===== config.mk =====
export PLATFORM = sky130hd
export DESIGN_NAME = run_ctrl
export DESIGN_NICKNAME = d
export VERILOG_FILES = /design/src/rtl/run_ctrl_pkg.sv /design/src/rtl/run_ctrl_cnt.sv /design/src/rtl/run_ctrl.sv
export SDC_FILE = /design/constraint.sdc
export NUM_CORES = 1
export LEC_CHECK = 0
export CAP_MARGIN = 20
export CORE_MARGIN = 1
export CORE_UTILIZATION = 30
export DETAILED_ROUTE_END_ITERATION = 6
export PLACE_DENSITY = 0.59
export REMOVE_ABC_BUFFERS = 1
export SLEW_MARGIN = 20
export SYNTH_ARGS = -nofsm -noshare
export SYNTH_HDL_FRONTEND = slang
export SYNTH_HIERARCHICAL = 1
export SYNTH_SLANG_ARGS = --single-unit

===== constraint.sdc =====
create_clock -name clock -period 3.89 [get_ports clock]
set_input_delay 0.5835 -clock clock [delete_from_list [all_inputs] [get_ports clock]]
set_output_delay 0.5835 -clock clock [all_outputs]
set_load 0.02 [all_outputs]

===== src/rtl/run_ctrl_pkg.sv =====
// run_ctrl_pkg: run_ctrl state encoding and default parameters (STEP_WAIT only with RUN_CTRL_STEP_EN)
package run_ctrl_pkg;
  typedef enum logic [2:0] {
    IDLE,
    RST_HOLD,
    RUN,
`ifdef RUN_CTRL_STEP_EN
    STEP_WAIT,
`endif
    DONE
  } state_t;
  localparam int DEF_RST_CYCLES = 1;
  localparam int DEF_MAX_CYCLES = 2;
  localparam int DEF_CNT_W = 32;
endpackage


===== src/rtl/run_ctrl_cnt.sv =====
// run_ctrl_cnt: saturating enabled-cycle counter with budget compare; limit flags the increment that reaches MAX_CYCLES
module run_ctrl_cnt
  import run_ctrl_pkg::*;
#(
  parameter int MAX_CYCLES = DEF_MAX_CYCLES,
  parameter int CNT_W = DEF_CNT_W
) (
  input  logic             clock,
  input  logic             reset,
  input  logic             clr,
  input  logic             inc,
  output logic [CNT_W-1:0] count,
  output logic             limit
);
  localparam logic [CNT_W:0] LIM = (CNT_W+1)'(MAX_CYCLES);
  logic [CNT_W:0] nxt;
  assign nxt = {1'b0, count} + (CNT_W+1)'(1);
  assign limit = inc && (MAX_CYCLES != 0) && (nxt == LIM);
  always_ff @(posedge clock)
    if (!reset || clr) count <= '0;
    else if (inc && !nxt[CNT_W]) count <= nxt[CNT_W-1:0];
endmodule


===== src/rtl/run_ctrl.sv =====
// run_ctrl: core run controller (reset hold, free run or single step with RUN_CTRL_STEP_EN, halt/budget stop)
module run_ctrl
  import run_ctrl_pkg::*;
#(
  parameter int RST_CYCLES = DEF_RST_CYCLES,
  parameter int MAX_CYCLES = DEF_MAX_CYCLES,
  parameter int CNT_W = DEF_CNT_W
) (
  input  logic             clock,
  input  logic             reset,
  input  logic             start,
  input  logic             step_mode,
  input  logic             step,
  input  logic             halt,
  output logic             core_reset,
  output logic             core_en,
  output logic [CNT_W-1:0] cycle_count,
  output logic             busy,
  output logic             done,
  output logic             timeout
);
  state_t state, state_n, run_st;
  logic [7:0] rcnt;
  logic go, last_rst, inc, limit;
  assign go = (state == IDLE || state == DONE) && start;
  assign last_rst = rcnt == 8'(RST_CYCLES - 1);
`ifdef RUN_CTRL_STEP_EN
  logic mode, step_q, pulse;
  always_ff @(posedge clock)
    if (!reset) begin
      mode <= 1'b0;
      step_q <= 1'b0;
      pulse <= 1'b0;
    end else begin
      step_q <= step;
      pulse <= state == STEP_WAIT && state_n == STEP_WAIT && step && !step_q;
      if (go) mode <= step_mode;
    end
  assign run_st = mode ? STEP_WAIT : RUN;
  assign inc = state == RUN || (state == STEP_WAIT && pulse);
`else
  logic unused_step;
  assign unused_step = step ^ step_mode;
  assign run_st = RUN;
  assign inc = state == RUN;
`endif
  always_comb begin
    state_n = go ? RST_HOLD
            : state == RST_HOLD ? (last_rst ? run_st : RST_HOLD)
            : (inc && (halt || limit)) ? DONE : state;
  end
  always_ff @(posedge clock)
    if (!reset) begin
      state <= IDLE;
      rcnt <= '0;
      timeout <= 1'b0;
    end else begin
      state <= state_n;
      rcnt <= state == RST_HOLD ? rcnt + 8'd1 : 8'd0;
      timeout <= go ? 1'b0 : (inc && !halt && limit) ? 1'b1 : timeout;
    end
  run_ctrl_cnt #(.MAX_CYCLES(MAX_CYCLES), .CNT_W(CNT_W)) u_cnt (
    .clock(clock),
    .reset(reset),
    .clr(go),
    .inc(inc),
    .count(cycle_count),
    .limit(limit)
  );
  assign core_reset = state == IDLE || state == RST_HOLD;
  assign core_en = inc;
  assign busy = !(state == IDLE || state == DONE);
  assign done = state == DONE;
endmodule


Word level (Yosys, flattened, before mapping)
Index checks and enable logic that the tools add are counted.
{ "totals": {"regBits": 44, "input_bits": 6, "out_inout_bits": 37, "wordCells": 36} }
{ "op_classes": {"eq_ne": 4, "reduce_logical": 20, "bitwise": 1, "add_sub_neg": 2, "mux": 4} }
{ "op_table": {"columns": ["op", "n"], "rows": [
  ["adder 32 x 1 -> 33 bit (second input constant)", 1],
  ["== test 33 x 2 -> 1 bit (second input constant)", 1],
  ["adder 8 x 1 -> 8 bit (second input constant)", 1],
  ["zero test 8 bit", 1],
  ["== test 3 x 2 -> 1 bit (second input constant)", 2],
  ["logical AND 1 bit", 6],
  ["2-to-1 mux 3 bit", 2],
  ["zero test 1 bit", 4],
  ["logical OR 1 bit", 4],
  ["== test 3 x 1 -> 1 bit (second input constant)", 1],
  ["zero test 3 bit", 1],
  ["nonzero test 3 bit", 1],
  ["2-to-1 mux 2 bit", 1],
  ["AND reduction 2 bit", 1],
  ["nonzero test 2 bit", 1],
  ["OR reduction 2 bit", 1],
  ["2-to-1 mux 1 bit", 1],
  ["inverter 1 bit", 1]
]} }

Longest topological paths before layout
Gate-level depths: netlist of run 1.
{ "logic_depth": {"depth_word": 8, "ltp_mapped": 11} }

Modules after synthesis
The synthesis of run 1 kept the hierarchy.
{ "by_module_without_submodules": {"columns": ["module", "area_per_inst_um2", "cells_per_inst", "seq_area_each_um2", "n_inst"], "rows": [
  ["run_ctrl_cnt", 2057.0, 264, 640.6, 1],
  ["run_ctrl", 536.8, 60, 220.2, 1]
]} }

Worst setup path after synthesis of run 1
Ideal clock, no wire load.
{ "synth_path": {"path_kind": "reg2reg", "from": "register u_cnt.count[0]", "to": "register state[0]", "period_less_slack_ns": 3.087, "path_stages_with_launch": 11, "t_required_ns": 3.832, "path_buffers": 0, "t_arrival_ns": 3.029, "setup_slack_ns": 0.803, "cell_sequence": "dfxtp_1 ha_1 and3_1 nand4_4 or4_1 a211o_1 or4_4 nor4_2 o21a_1 or4_1 o211a_1"} }
{ "synth_via": {"elab_chain_len": 6} }
{ "synth_lines": {"columns": ["item", "line", "rtl"], "rows": [
  ["start, declared", "run_ctrl_cnt.sv:12", "output logic [CNT_W-1:0] count,"],
  ["start signal, assigned", "run_ctrl_cnt.sv:21", "else if (inc && !nxt[CNT_W]) count <= nxt[CNT_W-1:0];"],
  ["adder 32 x 1 -> 33 bit", "run_ctrl_cnt.sv:17", "assign nxt = {1'b0, count} + (CNT_W+1)'(1);"],
  ["== test 33 x 2 -> 1 bit", "run_ctrl_cnt.sv:18", "assign limit = inc && (MAX_CYCLES != 0) && (nxt == LIM);"],
  ["logical AND 1 bit", "run_ctrl_cnt.sv:18", null],
  ["named net limit", "run_ctrl.sv:24", "logic go, last_rst, inc, limit;"],
  ["logical OR 1 bit", "run_ctrl.sv:50", ": (inc && (halt || limit)) ? DONE : state;"],
  ["logical AND 1 bit", "run_ctrl.sv:50", null],
  ["nonzero test 3 bit (no line)", null, null],
  ["end signal, assigned", "run_ctrl.sv:58", "state <= state_n;"],
  ["end, declared", "run_ctrl.sv:22", "state_t state, state_n, run_st;"]
]} }
The timed path passes the listed nets, and every way through them passes these cells.
A chain may end at the register's enable or synchronous reset.

Worst setup path in the final report of run 1
Ends and elaborated chain as after synthesis.

==> impl_results.md, run 1 <==
- Fin Setup TNS: 0 ns
- Initial Util: a little under a third
- DP HPWL: 4430 µm
- Most frequent cells in the layout: nor2_1, dfxtp_1, clkdlybuf4s50_1
- Synthesized flop and latch total: between 40 and 50
- Critical path class: flop to flop
- Die width: approximately 95 µm
- Num CTS Buffers: 5
- Vias per cell: about 5.3
- Clk pwr share: between 20% and 30%
- Antenna Nets Post-Route: 0
- Fraction of registers with async set/reset: 0%
- Post-synth EDFFs: 0
- Min-Delay Path Class: flop to flop
- Fin crit share: 84.8%
- CP Max Fanout: 9
- Total GRT Usage: 14.6%
- Gate Count Post-Synth: between 300 and 400
- Reg area: 861 µm²
- Grt ovf: 0
- # clock sinks: 43
- DRT Wirelength: 6320 µm
- Fin. max-slew vios: 0
- Clock Path Buffers: 2
- Yosys warnings: 6
- Final #Nets: approximately 370
- Hold Vio Cnt, Final: 0
- Ratio of cells with drive above 1 in the final layout: under 10%
- Drt drc: 0
- Sequential area share after synthesis: 33.2%
- Reg clk slew, reported paths: around 0.080 ns
- Yosys cell types: 44
- DRT iter0 DRCs: approximately 150
- Worst slew pin tran: slightly below 0.7 ns
- P_leak: between 1 and 1.5 nW
- Root Driver: clkbuf_8
- Die area: ~0.0090 mm²
- Initial antenna violation count: 0
- Top cell type by total area after synthesis: dfxtp_1
- Multi-input gate area: ~0.0016 mm²
- FF-to-FF Start: u_cnt/count[0]$_SDFFE_PP0P_
- Setup violators final: 0
- Crit path required time: 4.13 ns
- Synth area leaders: dfxtp_1, xor2_1, nor2_1
- Total number of vias: approximately 2400
- TritonCTS clock tree: built
- CP arrival: about 3.5 ns
- Fillers: between 800 and 900
- RD Place Congestion: roughly 0.79
- Crit path from: u_cnt/count[0]$_SDFFE_PP0P_
- Average cell area after synthesis: around 8 µm²
- # resized after CTS: 0
- Worst setup margin: about 0.6 ns
- Post-CTS setup buffers: 0
- IO Pins: 43
- Internal: 696 µW
- Setup Skew: 0.00872 ns
- Port Buffers: 40
- CP endpoint kind: flop
- Largest net degree at the start of global routing: 33
- Max frequency: between 0.3 and 0.4 GHz
- Max-slew headroom: a little over half
- Prevailing post-synth register cell: dfxtp_1
- Core Rows: 33
- Net Sw Power: around 350 µW
- Htree depth: 2
- Reg power frac: 46.4%
- Fin crit period: between 3 and 4 ns
- Hold wc startpoint: rcnt[7]$_SDFF_PN0_
- Setup Slack @ Placement: just over 0.6 ns
- Max_cap viols: 0
- Drt first pass iters: 4
- Worst skew pair latency: 0.30 ns
- Die H: around 95 µm
- # diodes: 0
- Sw Share: about 33%
- Util after Layout: between 30% and 40%
- Max IR drop VDD: between 0.3 and 0.4 mV
- Synth top area share: ~33%
- Power Density: approximately 330 mW/mm²
- Cell Area, Synth: between 0.002 and 0.003 mm²
- Area Overhead vs Synth: 21.2%
- RSZ-0062 raised after global routing: no
- CTS Hold Bufs: 0
- Combinational Power Share: between 20% and 30%
- First-pass GRT wire length: about 10000 µm
- Status: finished, final reports clean
- Routed len/inst: 13.7 µm
- CORE AREA: just over 0.008 mm²
- Vias in the first global route: ~2200
- Startpoint Class: flop
==> cells in the mapped netlist, types with 3 or more instances <==
library cell	n
nand2b_1	3
buf_2	5
and3_1	12
nand4_1	19
or3_1	9
ha_1	8
a21oi_1	12
inv_1	10
a211oi_1	5
nor3_1	9
nand2_1	18
xor2_1	21
o21ai_0	10
dfxtp_1	43
nand3_1	23
or4_1	4
xnor2_1	16
nor2_1	43
nor4_1	4
and4_1	4
clkbuf_1	14
==> path summary, 6_finish.rpt <==
kind                                               to  slack [ns]  depth (start not counted)
worst max-delay path            state[0]$_SDFFE_PN0P_        0.59                         10
worst min-delay path               rcnt[7]$_SDFF_PN0_        0.50                          2
worst max register to register  state[0]$_SDFFE_PN0P_        0.59                         10
worst min register to register     rcnt[7]$_SDFF_PN0_        0.50                          2
==> power groups by stage <==
stage,Sequential [mW],Clock (mW),Combinational [mW]
after global routing,0.490,0.313,0.313
after global placement,0.494,0,0.283
after CTS,0.485,0.293,0.287
after detailed placement,0.495,0,0.285
after floorplan,0.496,0,0.172
final,0.485,0.277,0.284
==> metal layers <==
metal  routed length (µm)  vias to the layer above  global-route usage, %
li1                     -                     1222                      -
met1                 3040                     1160                   19.5
met3                  265                        9                   3.06
met2                 2890                       48                   23.1
met4                  120                        0                   4.67
met5                    0                        -                      0
==> final cells by class <==
type	instances	share of cell area [%]
flip-flops and latches	43	27.4
multi-input cells	252	51.5
well taps	105	4.18
repair buffers	42	13.2
clock inverters	1	0.159
inverters	10	1.19
clock buffers	7	2.43
==> flip-flops by register name, indices dropped and copies added, names as in the netlist <==
register,cells
timeout,1
state,2
rcnt,8
u_cnt/count,32
==> worst max-delay path: stages (launching register included) <==
cell     delay [ns]
dfxtp_1        0.49
ha_1           0.32
and3_1         0.28
nand4_4        0.20
or4_1          0.53
a211o_1        0.28
or4_4          0.52
nor4_2         0.21
o21a_1         0.17
or4_1          0.10
o211a_1        0.14
==> metrics by stage <==
stage | power, mW | hold WS [ns] | cell area (µm²) | std cells
6_report | 1.05 | 0.500 | 3140 | 460
5_1_grt | 1.12 | 0.538 | 3140 | 460
4_1_cts | 1.06 | 0.510 | 3140 | 460
3_5_place_dp | 0.780 | 0.493 | 3060 | 452
3_3_place_gp | 0.777 | 0.473 | 3060 | 452
2_1_floorplan | 0.668 | 0.453 | 2520 | 305
==> logic make-up after synthesis <==
family | share of synthesized area [%]
buffers and inverters | 4.44
AOI/OAI and AO/OA | 11.1
muxes | 1.64
xor gates and xnor gates | 12.5
DFF | 33.2
adders and majority gates | 3.86
and+or+nand+nor | 33.3
Power figures use the tool's default switching activity.
==> inputs of run 2 (changes only) <==
--- a/config.mk
+++ b/config.mk
@@ -9,7 +9,7 @@
 export CORE_MARGIN = 1
 export CORE_UTILIZATION = 30
 export DETAILED_ROUTE_END_ITERATION = 6
-export PLACE_DENSITY = 0.59
+export PLACE_DENSITY = 0.61
 export REMOVE_ABC_BUFFERS = 1
 export SLEW_MARGIN = 20
 export SYNTH_ARGS = -nofsm -noshare
==> constraint.sdc (replaced) <==
create_clock -name clock -period 2.7 [get_ports clock]
set_input_delay 0.405 -clock clock [delete_from_list [all_inputs] [get_ports clock]]
set_output_delay 0.405 -clock clock [all_outputs]
set_load 0.02 [all_outputs]
==> run 2 against run 1 <==
Final cell count is 9.1% higher. Sequential power rose by 43%. Global-route usage up 1.4 points. Setup slack lost 0.57 ns. Routed wire length up 8.1%. Count of clock-buffer cells in the layout fell by 2. Highest routed layer unchanged.
==> impl_results.md, run 2 (synthesis gave the netlist of run 1 again) <==
- P_leak: 1.27 nW (was 1.04 nW)
- Power Density: 450 mW/mm² (was 333 mW/mm²)
- Total GRT Usage: 16.0% (was 14.6%)
- Max_cap viols: 0 (unchanged)
- Area Overhead vs Synth: 35.9% (was 21.2%)
- CP endpoint kind: flop (unchanged)
- # placed instances: 494 (was 452)
- Root Driver: clkbuf_8 (unchanged)
- Final #Nets: 410 (was 368)
- CTS Hold Bufs: 0 (unchanged)
- DP HPWL: 5040 µm (was 4430 µm)
- IO Pins: 43 (unchanged)
- CP Max Fanout: 2 (was 9)
- Most frequent cells in the layout: buf_4, nor2_1, clkdlybuf4s50_1, dfxtp_1, nand3_1 (was nor2_1, dfxtp_1, clkdlybuf4s50_1)
- Largest net degree at the start of global routing: 33 (unchanged)
- CP endpoint: state[0]$_SDFFE_PN0P_ (unchanged)
- Ratio of cells with drive above 1 in the final layout: 18.4% (was 5.35%)
- Util after Layout: 42.5% (was 37.9%)
- Most common cell after layout, fill and taps aside: buf_4
- Hold wc startpoint: rcnt[7]$_SDFF_PN0_ (unchanged)
- RD Place Congestion: 0.847 (was 0.790)
- Grt ovf: 0 (unchanged)
- Num CTS Buffers: 5 (unchanged)
- Fin crit period: 2.68 ns (was 3.30 ns)
- Setup Slack @ Placement: -0.0983 ns (was 0.617 ns)
- Worst-path cell chain: ha_4, and3_4, nand4_4, or4_4, a211o_1, or4_4, nor4_4, o21a_1, or4_1, o211a_1 (was ha_1, and3_1, nand4_4, or4_1, a211o_1, or4_4, nor4_2, o21a_1, or4_1, o211a_1)
- Worst path bufs/invs: 0 (unchanged)
- Largest registers: u_cnt/count (32), rcnt (8), state (2) (unchanged)
- Die width: 95.0 µm (unchanged)
- Fin Setup TNS: 0 ns (unchanged)
- Total number of vias: 2536 (was 2439)
- Hold WS: 0.501 ns (was 0.500 ns)
- Startpoint Class: flop (unchanged)
- Max frequency: 0.373 GHz (was 0.303 GHz)
- Post-route cell area: 0.00352 mm² (was 0.00314 mm²)
- Post-Place Cell Area: 0.00338 mm² (was 0.00306 mm²)
- CORE AREA: 0.00830 mm² (unchanged)
- DRT Wirelength: 6830 µm (was 6320 µm)
- Drt first pass iters: 4 (unchanged)
- Port Buffers: 40 (unchanged)
- Final non-filler cell total: 502 (was 460)
- Worst reg-to-reg path cell count: 10 (unchanged)
- Vias in the first global route: 2368 (was 2156)
- Antenna Nets Post-Route: 0 (unchanged)
- Max reg flops: 32 (unchanged)
- Largest reg by FF count: u_cnt/count (unchanged)
- Die H: 95.0 µm (unchanged)
- Initial antenna violation count: 0 (unchanged)
- Critical R2R Capture: state[0]$_SDFFE_PN0P_ (unchanged)
- Worst path depth: 10 (unchanged)
- First-pass GRT wire length: 11300 µm (was 10400 µm)
- Hold Vio Cnt, Final: 0 (unchanged)
- CP max-delay cell: or4_4 (was or4_1)
- RSZ-0062 raised after global routing: yes (was no)
- Setup Skew: 0.0109 ns (was 0.00872 ns)
- TritonCTS clock tree: built (unchanged)
- Max-slew headroom: 61.2% (was 53.7%)
- Worst stage delay on the critical path: 0.53 ns (about the same)
- CP arrival: 2.95 ns (was 3.54 ns)
- Status: finished, final reports clean (unchanged)
- FF-to-FF Start: u_cnt/count[0]$_SDFFE_PP0P_ (unchanged)
- Min-Delay Path Class: flop to flop (unchanged)
- Critical path class: flop to flop (unchanged)
- Setup violators final: 0 (unchanged)
- Htree depth: 2 (unchanged)
- Fin. max-slew vios: 0 (unchanged)
- Worst skew pair latency: 0.32 ns (was 0.30 ns)
- Die area: 0.00902 mm² (unchanged)
- Drt drc: 0 (unchanged)
- Clock Path Buffers: 2 (unchanged)
- # diodes: 0 (unchanged)
- Core Rows: 33 (unchanged)
- Crit path from: u_cnt/count[0]$_SDFFE_PP0P_ (unchanged)
- Reg clk slew, reported paths: 0.10 ns (was 0.08 ns)
- Final total power: 1.59 mW (was 1.05 mW)
- CP top delay family: simple AND/OR/NAND/NOR gates (unchanged)
- Fin crit share: 99.2% (was 84.8%)
- Reg2Reg Setup Slack: 0.02 ns (was 0.59 ns)
- # clock sinks: 43 (unchanged)
- Most used cell, CP: or4_4 (was or4_1)
- Worst setup margin: 0.0211 ns (was 0.590 ns)
- Routed len/inst: 13.6 µm (was 13.7 µm)
- DRT iter0 DRCs: 139 (was 153)
- Crit path required time: 2.97 ns (was 4.13 ns)
- Post-CTS setup buffers: 0 (unchanged)
- Worst slew pin tran: 0.582 ns (was 0.692 ns)
- Vias per cell: 5.05 (was 5.30)
- Max IR drop VDD: 0.578 mV (was 0.328 mV)
- Initial Util: 31.3% (unchanged)
-- run 2: what timing repair did --
action / in CTS / in global routing
hold endpoints to repair: 0 / 0
gates resized for setup: 6 / 6
gates cloned: 0 / 0
endpoints found under the setup margin: 3 / 3
pin swaps: 0 / 3
-- run 2: cell type report --
type	instances	area, µm²
clock buffer	5	68.8
sequential	43	865
clock inverter	3	26.3
fill	819	4770
tap	105	131
multi-input combinational	252	1670
timing repair buffer	84	731
inverter	10	37.5
-- run 2: worst min-delay path by stage --
stage	to	slack, ns	cells after the start
after floorplan	rcnt[0]$_SDFF_PN0_	0.45	1
after global placement	timeout$_SDFFE_PP0P_	0.47	2
after detailed placement	timeout$_SDFFE_PP0P_	0.46	2
after CTS	rcnt[7]$_SDFF_PN0_	0.50	2
after global routing	rcnt[6]$_SDFF_PN0_	0.55	2
final	rcnt[7]$_SDFF_PN0_	0.50	2
-- run 2: worst register-to-register path, cell delays in order, from the launching register on --
cell and delay (ns):
dfxtp_2 0.36, ha_4 0.13, and3_4 0.20, nand4_4 0.11, or4_4 0.48, a211o_1 0.27, or4_4 0.53, nor4_4 0.17
o21a_1 0.16, or4_1 0.10, o211a_1 0.13
-- run 2: routing by layer --
layer	global-route usage, %	vias up	share of wire (%)
met3	2.58	8	4.4
met5	0	-	0
met2	26.4	48	46
met1	21.3	1177	48
met4	4.67	0	1.3
li1	-	1303	-
-- run 2: power by group --
part | internal, mW | switching, mW
logic | 0.174 | 0.262
registers | 0.662 | 0.0319
clock network | 0.192 | 0.265
